File: src/rtl/locked_mult_key_sweep_ctrl.sv
// Partial-key sweep sequencer for an XOR-locked 8x8 multiplier.
// Candidate 0 applies the base key and candidates 1..64 each flip one key bit.
// Every candidate sees the same LFSR operand sequence. A mismatch count per
// candidate is reported over a valid/ready port.
module locked_mult_key_sweep_ctrl #(
  parameter int unsigned NVEC      = 64,
  parameter int unsigned SETTLE    = 1,
  parameter logic [15:0] LFSR_SEED = 16'hACE1
) (
  input  logic        clk_i,
  input  logic        rst_ni,
  input  logic        start_i,
  input  logic        abort_i,
  input  logic [63:0] key_base_i,
  output logic        busy_o,
  output logic        done_o,
  output logic [7:0]  op1_o,
  output logic [7:0]  op2_o,
  output logic [63:0] keyinput_o,
  input  logic [15:0] locked_prod_i,
  output logic        res_valid_o,
  input  logic        res_ready_i,
  output logic [6:0]  res_idx_o,
  output logic [15:0] res_err_o
);

  typedef enum logic [2:0] {
    ST_IDLE   = 3'd0,
    ST_DRIVE  = 3'd1,
    ST_WAIT   = 3'd2,
    ST_CHECK  = 3'd3,
    ST_REPORT = 3'd4,
    ST_DONE   = 3'd5
  } state_t;

  localparam logic [15:0] VEC_LAST  = 16'(NVEC - 1);
  localparam logic [3:0]  SETTLE_W  = 4'(SETTLE);
  localparam logic [6:0]  CAND_LAST = 7'd64;

  // Fibonacci LFSR, taps 16,14,13,11, shifting left.
  function automatic logic [15:0] lfsr_step(input logic [15:0] v);
    return {v[14:0], v[15] ^ v[13] ^ v[12] ^ v[10]};
  endfunction

  state_t      state_r, state_s;
  logic [63:0] base_r, base_s;
  logic [6:0]  cand_r, cand_s;
  logic [15:0] vec_r, vec_s;
  logic [15:0] err_r, err_s;
  logic [15:0] lfsr_r, lfsr_s;
  logic [3:0]  wait_r, wait_s;
  logic [7:0]  op1_r, op1_s;
  logic [7:0]  op2_r, op2_s;
  logic [63:0] key_r, key_s;
  logic        busy_r, done_r, valid_r;
  logic [15:0] golden_s;
  logic [63:0] flip_s;
  logic        mismatch_s;

  // The reference product is computed from the operands actually presented.
  assign golden_s   = 16'(op1_r) * 16'(op2_r);
  assign mismatch_s = (locked_prod_i != golden_s);
  assign flip_s     = (cand_r == 7'd0) ? 64'd0 : (64'd1 << (cand_r - 7'd1));

  // Next-state and next-datapath logic; abort freezes everything except the state.
  always_comb begin
    state_s = state_r;
    base_s  = base_r;
    cand_s  = cand_r;
    vec_s   = vec_r;
    err_s   = err_r;
    lfsr_s  = lfsr_r;
    wait_s  = wait_r;
    op1_s   = op1_r;
    op2_s   = op2_r;
    key_s   = key_r;
    if (abort_i && (state_r != ST_IDLE)) begin
      state_s = ST_IDLE;
    end else begin
      case (state_r)
        ST_IDLE: begin
          if (start_i) begin
            base_s  = key_base_i;
            cand_s  = 7'd0;
            vec_s   = 16'd0;
            err_s   = 16'd0;
            lfsr_s  = LFSR_SEED;
            state_s = ST_DRIVE;
          end else begin
            state_s = ST_IDLE;
          end
        end
        ST_DRIVE: begin
          op1_s  = lfsr_r[15:8];
          op2_s  = lfsr_r[7:0];
          key_s  = base_r ^ flip_s;
          wait_s = 4'd0;
          if (SETTLE_W != 4'd0) begin
            state_s = ST_WAIT;
          end else begin
            state_s = ST_CHECK;
          end
        end
        ST_WAIT: begin
          if (wait_r == (SETTLE_W - 4'd1)) begin
            state_s = ST_CHECK;
          end else begin
            wait_s = wait_r + 4'd1;
          end
        end
        ST_CHECK: begin
          if (mismatch_s) begin
            err_s = err_r + 16'd1;
          end else begin
            err_s = err_r;
          end
          lfsr_s = lfsr_step(lfsr_r);
          if (vec_r == VEC_LAST) begin
            state_s = ST_REPORT;
          end else begin
            vec_s   = vec_r + 16'd1;
            state_s = ST_DRIVE;
          end
        end
        ST_REPORT: begin
          if (res_ready_i) begin
            if (cand_r == CAND_LAST) begin
              state_s = ST_DONE;
            end else begin
              cand_s  = cand_r + 7'd1;
              vec_s   = 16'd0;
              err_s   = 16'd0;
              lfsr_s  = LFSR_SEED;
              state_s = ST_DRIVE;
            end
          end else begin
            state_s = ST_REPORT;
          end
        end
        ST_DONE: begin
          state_s = ST_IDLE;
        end
        default: begin
          state_s = ST_IDLE;
        end
      endcase
    end
  end

  // State, datapath and registered status outputs.
  always_ff @(posedge clk_i or negedge rst_ni) begin
    if (!rst_ni) begin
      state_r <= ST_IDLE;
      base_r  <= 64'd0;
      cand_r  <= 7'd0;
      vec_r   <= 16'd0;
      err_r   <= 16'd0;
      lfsr_r  <= LFSR_SEED;
      wait_r  <= 4'd0;
      op1_r   <= 8'd0;
      op2_r   <= 8'd0;
      key_r   <= 64'd0;
      busy_r  <= 1'b0;
      done_r  <= 1'b0;
      valid_r <= 1'b0;
    end else begin
      state_r <= state_s;
      base_r  <= base_s;
      cand_r  <= cand_s;
      vec_r   <= vec_s;
      err_r   <= err_s;
      lfsr_r  <= lfsr_s;
      wait_r  <= wait_s;
      op1_r   <= op1_s;
      op2_r   <= op2_s;
      key_r   <= key_s;
      busy_r  <= (state_s != ST_IDLE);
      done_r  <= (state_s == ST_DONE);
      valid_r <= (state_s == ST_REPORT);
    end
  end

  assign busy_o      = busy_r;
  assign done_o      = done_r;
  assign op1_o       = op1_r;
  assign op2_o       = op2_r;
  assign keyinput_o  = key_r;
  assign res_valid_o = valid_r;
  assign res_idx_o   = cand_r;
  assign res_err_o   = err_r;

endmodule

File: config.mk
export PLATFORM = sky130hd
export DESIGN_NAME = locked_mult_key_sweep_ctrl
export DESIGN_NICKNAME = d
export VERILOG_FILES = /design/src/rtl/locked_mult_key_sweep_ctrl.sv
export SDC_FILE = /design/constraint.sdc
export NUM_CORES = 1
export LEC_CHECK = 0
export ABC_AREA = 1
export CAP_MARGIN = 20
export CELL_PAD_IN_SITES_DETAIL_PLACEMENT = 0
export CELL_PAD_IN_SITES_GLOBAL_PLACEMENT = 1
export CORE_UTILIZATION = 40
export DETAILED_ROUTE_END_ITERATION = 6
export PLACE_DENSITY = 0.83
export SYNTH_ARGS = -nofsm -noshare
export SYNTH_HDL_FRONTEND = slang
export SYNTH_SLANG_ARGS = --single-unit
File: constraint.sdc
create_clock -name clk_i -period 5.45 [get_ports clk_i]
set_input_delay 0.8175 -clock clk_i [delete_from_list [all_inputs] [get_ports clk_i]]
set_output_delay 0.8175 -clock clk_i [all_outputs]
set_load 0.01 [all_outputs]
Yosys cells after proc, flatten, opt, wreduce, memory -nomap -nowiden
Index checks and enable logic that the tools add are counted.
- $add $sub $neg: 5
- multiply operators: 1
- div/mod/pow operators: 0
- magnitude comparators: 0
- equality and inequality tests: 15
- shift-type cells: 1
- multiplexer cells: 25
- bitwise logic cells: 5
- reduce and logical (&&, ||, !) cells: 16
- operator list (kind ; number):
    one-hot mux 16 bit (3 select lines) ; 3
    two-way mux 16 bit ; 8
    two-way mux 64 bit ; 1
    left shift 1 x 7 -> 64 bit, first input constant ; 1
    XOR 64 bit ; 1
    adder 16 x 1 -> 16 bit, second input constant ; 2
    two-way mux 7 bit ; 3
    equality test 16 x 6 -> 1 bit, second input constant ; 1
    multiplier 8 x 8 -> 16 bit ; 1
    != test 16 bit ; 1
    two-way mux 3 bit ; 5
    one-hot mux 3 bit (5 select lines) ; 1
    one-hot mux 7 bit (2 select lines) ; 1
    != test 2 bit, second input constant ; 6
    AND reduction 6 bit ; 2
    AND reduction 5 bit ; 2
    equality test 3 bit, second input constant ; 3
    nonzero test 3 bit ; 3
    one-hot mux 4 bit (2 select lines) ; 1
    adder 7 x 1 -> 7 bit, second input constant ; 1
    equality test 7 bit, second input constant ; 1
    logical NOT 7 bit ; 1
    subtractor 7 x 1 -> 7 bit, second input constant ; 1
    equality test 3 x 2 -> 1 bit, second input constant ; 2
    other kinds (12) ; 16
- flip-flop bits (word level): 209
- latch bits: 0
- memory bits (writable): 0
- memory bits (read-only): 0
- input port bits: 85
- output and inout port bits: 106
- logic and storage cells: 81
- memories: 0

Logic depth before layout (Yosys ltp)
- depth after elaboration: 6
- mapped depth: 27

Worst setup path before layout
No wires, ideal clock.
- path type: reg-to-reg
- start: reg op2_r[7] (netlist: op2_o[7])
- end: reg err_r[11] (netlist: res_err_o[11])
- library setup time: 0.117 ns
- arrival: 4.349 ns
- data required time: 5.333 ns
- slack: 0.984 ns
- cell stages (with the launch flop): 22
- buffers on the path: 2
- period minus slack after synthesis: 4.466 ns
- cells stage by stage: dfrtp_1 > clkbuf_1 > nand2_1 > fa_1 > fa_1 > fa_1 > fa_1 > inv_1 > ha_1 > nand2_1 > inv_1 > a21oi_1 > nand2_1 > nand2_1 > nand2_1 > nand2_1 > inv_1 > nor2_1 > nand3_4 > buf_2 > nand3_1 > nand2_1
- cells in the longest elaborated chain, start to end: 4
- ends and longest elaborated chain (element ; line ; source):
    start, declared ; 53 ; logic [7:0] op2_r, op2_s;
    start signal, assigned ; 175 ; op2_r <= op2_s;
    multiplier 8 x 8 -> 16 bit ; 61 ; assign golden_s = 16'(op1_r) * 16'(op2_r);
    != test 16 bit ; 62 ; assign mismatch_s = (locked_prod_i != golden_s);
    != test 2 bit (no source line) ; n/a ;
    AND reduction 6 bit (no source line) ; n/a ;
    end signal, assigned ; 171 ; err_r <= err_s;
    end, declared ; 49 ; logic [15:0] err_r, err_s;
No other way between the ends.
A chain may end at the register's enable or synchronous reset.

Final worst setup path
- start: reg op1_r[0] (netlist: op1_o[0])
- end: reg err_r[14] (netlist: res_err_o[14])
- cells in the longest elaborated chain, start to end: 4
- ends and longest elaborated chain (element ; line ; source):
    start, declared ; 52 ; logic [7:0] op1_r, op1_s;
    start signal, assigned ; 174 ; op1_r <= op1_s;
    multiplier 8 x 8 -> 16 bit ; 61 ;
    != test 16 bit ; 62 ;
    != test 2 bit (no source line) ; n/a ;
    AND reduction 6 bit (no source line) ; n/a ;
No other way between the ends.

==> impl_metrics.toml <==
[floorplan]
ios = 191
fp.dieW_um = 179
rows = 64
dieArea_um2 = 32000
start_util_pct = 40.8
die_y_um = 179
core-area_um2 = 30700

[synth]
yosys_warnings = 0
syn-num-nets = 1769
async_reset_ff_share_pct = 100
synthDistinctLibCells = 41
syn_area_um2 = 12500
synthCells = 1603
synth-main-ff-cell = "dfrtp_1"
synth.yosys.seq_area_share_pct = 41.9
synth_area_per_cell_um2 = 7.81
synth_edf_count = 0
synth_seq_cells = 209

[grt]
first_global_vias = 10100
grtUsageTotal_pct = 20.5
grt_first_pass_wirelength_mm = 52.2
antenna_found_initial = 1
grt_overflow = 0
grt_max_degree = 110

[clock_tree]
path_clk_slew_ns = 0.06
post_cts_resized = 0
cts_setup_buffers = 0
holdBufCountCts = 0
numCtsBuffers = 23
clk_latency_ns = 0.50
clk_root_buffer_cell = "clkbuf_16"
cts_tree = "built"
cts_buffer_depth = 3
cts_sinks = 209
h-tree-depth = 1

[pwr]
p_per_area_nw_per_um2 = 471
p_leak_nw = 7.46
ir_drop_uv = 238
power_mw = 7.26

[critical_path]
rrSetupSlack_ns = 0.64
cp-end-kind = "flop"
crit_chain = "nand2_1 > fa_1 > fa_1 > fa_1 > fa_1 > inv_1 > ha_1 > nand2_1 > nor3_1 > nand3_1 > nand3_1 > nand2_1 > nand2_1 > inv_1 > nor2_2 > nand3_4 > nand2_4 > nand2_1 > nand2_1"
r2r-start = "op1_o[0]"
cp-start-kind = "flop"
path_class = "flop to flop"
cpPeakStageDelay_ns = 0.54
path_common_cell = "nand2_1"
r2r_end = "res_err_o[14]"
crit_required_ns = 5.89
critical-path-top-delay-family = "adder cells"
worst-path-stages = 19
r2r_cells = 19
crit_start = "op1_o[0]"
crit_slowest_cell = "dfrtp_1"
cp.arrival_ns = 5.25
crit_path_max_fanout = 17
cp-endpoint = "res_err_o[14]"
cp_num_buf_inv = 2

[routing]
dr.pass1.iters = 6
vias = 10300
wl_mm = 32.1
wl_per_cell_um = 14.8
ant_nets = 0
drt_iter0_markers = 712
drc = 0
via_per_inst = 4.76

[sta]
rsz0062_at_grt = "false"
slew_violations = 0
finClkSkew_ns = 0.00748
worstMarginPinSlew_ns = 1.03
fmax_mhz = 208
fin_tns_setup_ns = 0
fin_crit_sh_pct = 88.3
final.min_clock_period_ns = 4.81
max-slew-margin-rel_pct = 31.4
setup_viol = 0
hold_viol = 0

[job]
cap_violations = 0

[placement]
port_buffers = 190
dp_hpwl_mm = 23.3
place_area_um2 = 14700
gp_congestion = 0.879

[cells_and_area]
area_delta_synth_final_pct = 23.0
drive_gt1_share_pct = 4.50
layout.nets = 1926
finalInstanceArea_um2 = 15400

[status]
status = "complete, no violations"

[min_path]
hp-class = "input pin to asynchronous set/reset pin"
[metal layers]
| metal | wire length, um | up-vias | global-route usage, % |
|---|---|---|---|
| met2 | 15100 | 232 | 34.2 |
| met5 | 0 | - | 0 |
| met4 | 604 | 0 | 4.73 |
| met1 | 14300 | 4836 | 27.2 |
| met3 | 2070 | 34 | 4.43 |
| li1 | - | 5247 | - |
[worst min path at each step]
stage                   start        endpoint  slack, ns  cells after the start
5_1_grt                rst_ni      base_r[24]       0.46                      1
3_3_place_gp        vec_r[15]       vec_r[15]       0.47                      2
2_1_floorplan       vec_r[15]       vec_r[15]       0.45                      2
4_1_cts                rst_ni      base_r[24]       0.44                      1
6_report               rst_ni      base_r[24]       0.39                      1
3_5_place_dp   keyinput_o[63]  keyinput_o[63]       0.48                      2
[flip-flops by register name, indices dropped and copies added (netlist names), 3 cells and up]
name        count
base_r         64
keyinput_o     64
lfsr_r         16
res_err_o      16
vec_r          16
op1_o           8
op2_o           8
res_idx_o       7
wait_r          4
state_r         3
[stage by stage]
step / utilization, % / hold WS, ns / setup WS [ns] / std cells
detailed placement: 47.9 / 0.476 / 0.599 / 2131
finish: 50.2 / 0.394 / 0.637 / 2173
global route: 50.2 / 0.460 / 0.292 / 2172
CTS: 50.2 / 0.438 / 0.576 / 2172
floorplan: - / 0.452 / 0.984 / 1603
global placement: 47.8 / 0.468 / 0.744 / 2130
[cells in the mapped netlist (11+ instances only)]
library cell / count / area [um^2]
dfrtp_1: 201 / 5030
buf_2: 11 / 55.1
o31ai_1: 11 / 82.6
o21ai_0: 43 / 215
fa_1: 36 / 721
inv_1: 186 / 698
o21ai_1: 63 / 315
nand2_1: 593 / 2230
nand3_1: 62 / 310
ha_1: 45 / 563
nor3_1: 21 / 105
xor2_1: 84 / 736
clkbuf_1: 40 / 150
a21oi_1: 17 / 85.1
nor2_1: 103 / 387
[cell families (layout without fill, tap and decap cells)]
kind of cell             Yosys count  count (layout)  synth area share, %
AO/OA/AOI/OAI                    145             145                 6.18
XOR/XNOR                          94              94                 6.91
flip-flops                       209             209                 41.9
other                              0               1                    0
adder cells (fa/ha/maj)           81              81                 10.3
AND/OR/NAND/NOR                  816             816                 26.5
buffers and inverters            258             431                 8.32
[report_power, final]
part | total [mW] | switching [mW] | leakage (nW) | internal, mW
clock network | 1.48 | 0.629 | 0.351 | 0.847
logic | 3.17 | 1.81 | 4.44 | 1.36
registers | 2.61 | 0.478 | 2.68 | 2.13
[layout make-up]
class	count	area, um^2
Timing Repair Buffer	197	1980
Fill cell	2996	15300
Inverter	193	727
Multi-Input combinational cell	1136	6240
Sequential cell	209	5240
Clock buffer	34	667
Clock inverter	7	41.3
Tap cell	396	495
Antenna cell	1	2.50
[cell usage in the layout, fill, tap and decap left out, types with 3 or more instances in the layout]
cell type        count
nor2_2               3
o21ai_0             43
buf_4                5
clkbuf_1             6
nand3_1             61
ha_1                45
xnor2_1              6
a31oi_1              5
dfrtp_1            201
nand3_2              3
clkinv_2             5
clkbuf_16           23
o31ai_1             11
dfstp_2              8
nor2_1             103
nand2_1            593
clkdlybuf4s50_1    189
xor2_1              84
or2_2                3
fa_1                36
nand4_1             10
xor2_2               3
nand3b_1             4
nor2_4               5
o21ai_1             63
nor3_1              21
a21oi_1             17
inv_2                6
nor4_1               4
clkbuf_8             6
inv_1              185
Note: power is estimated with default switching activity, not from simulation.
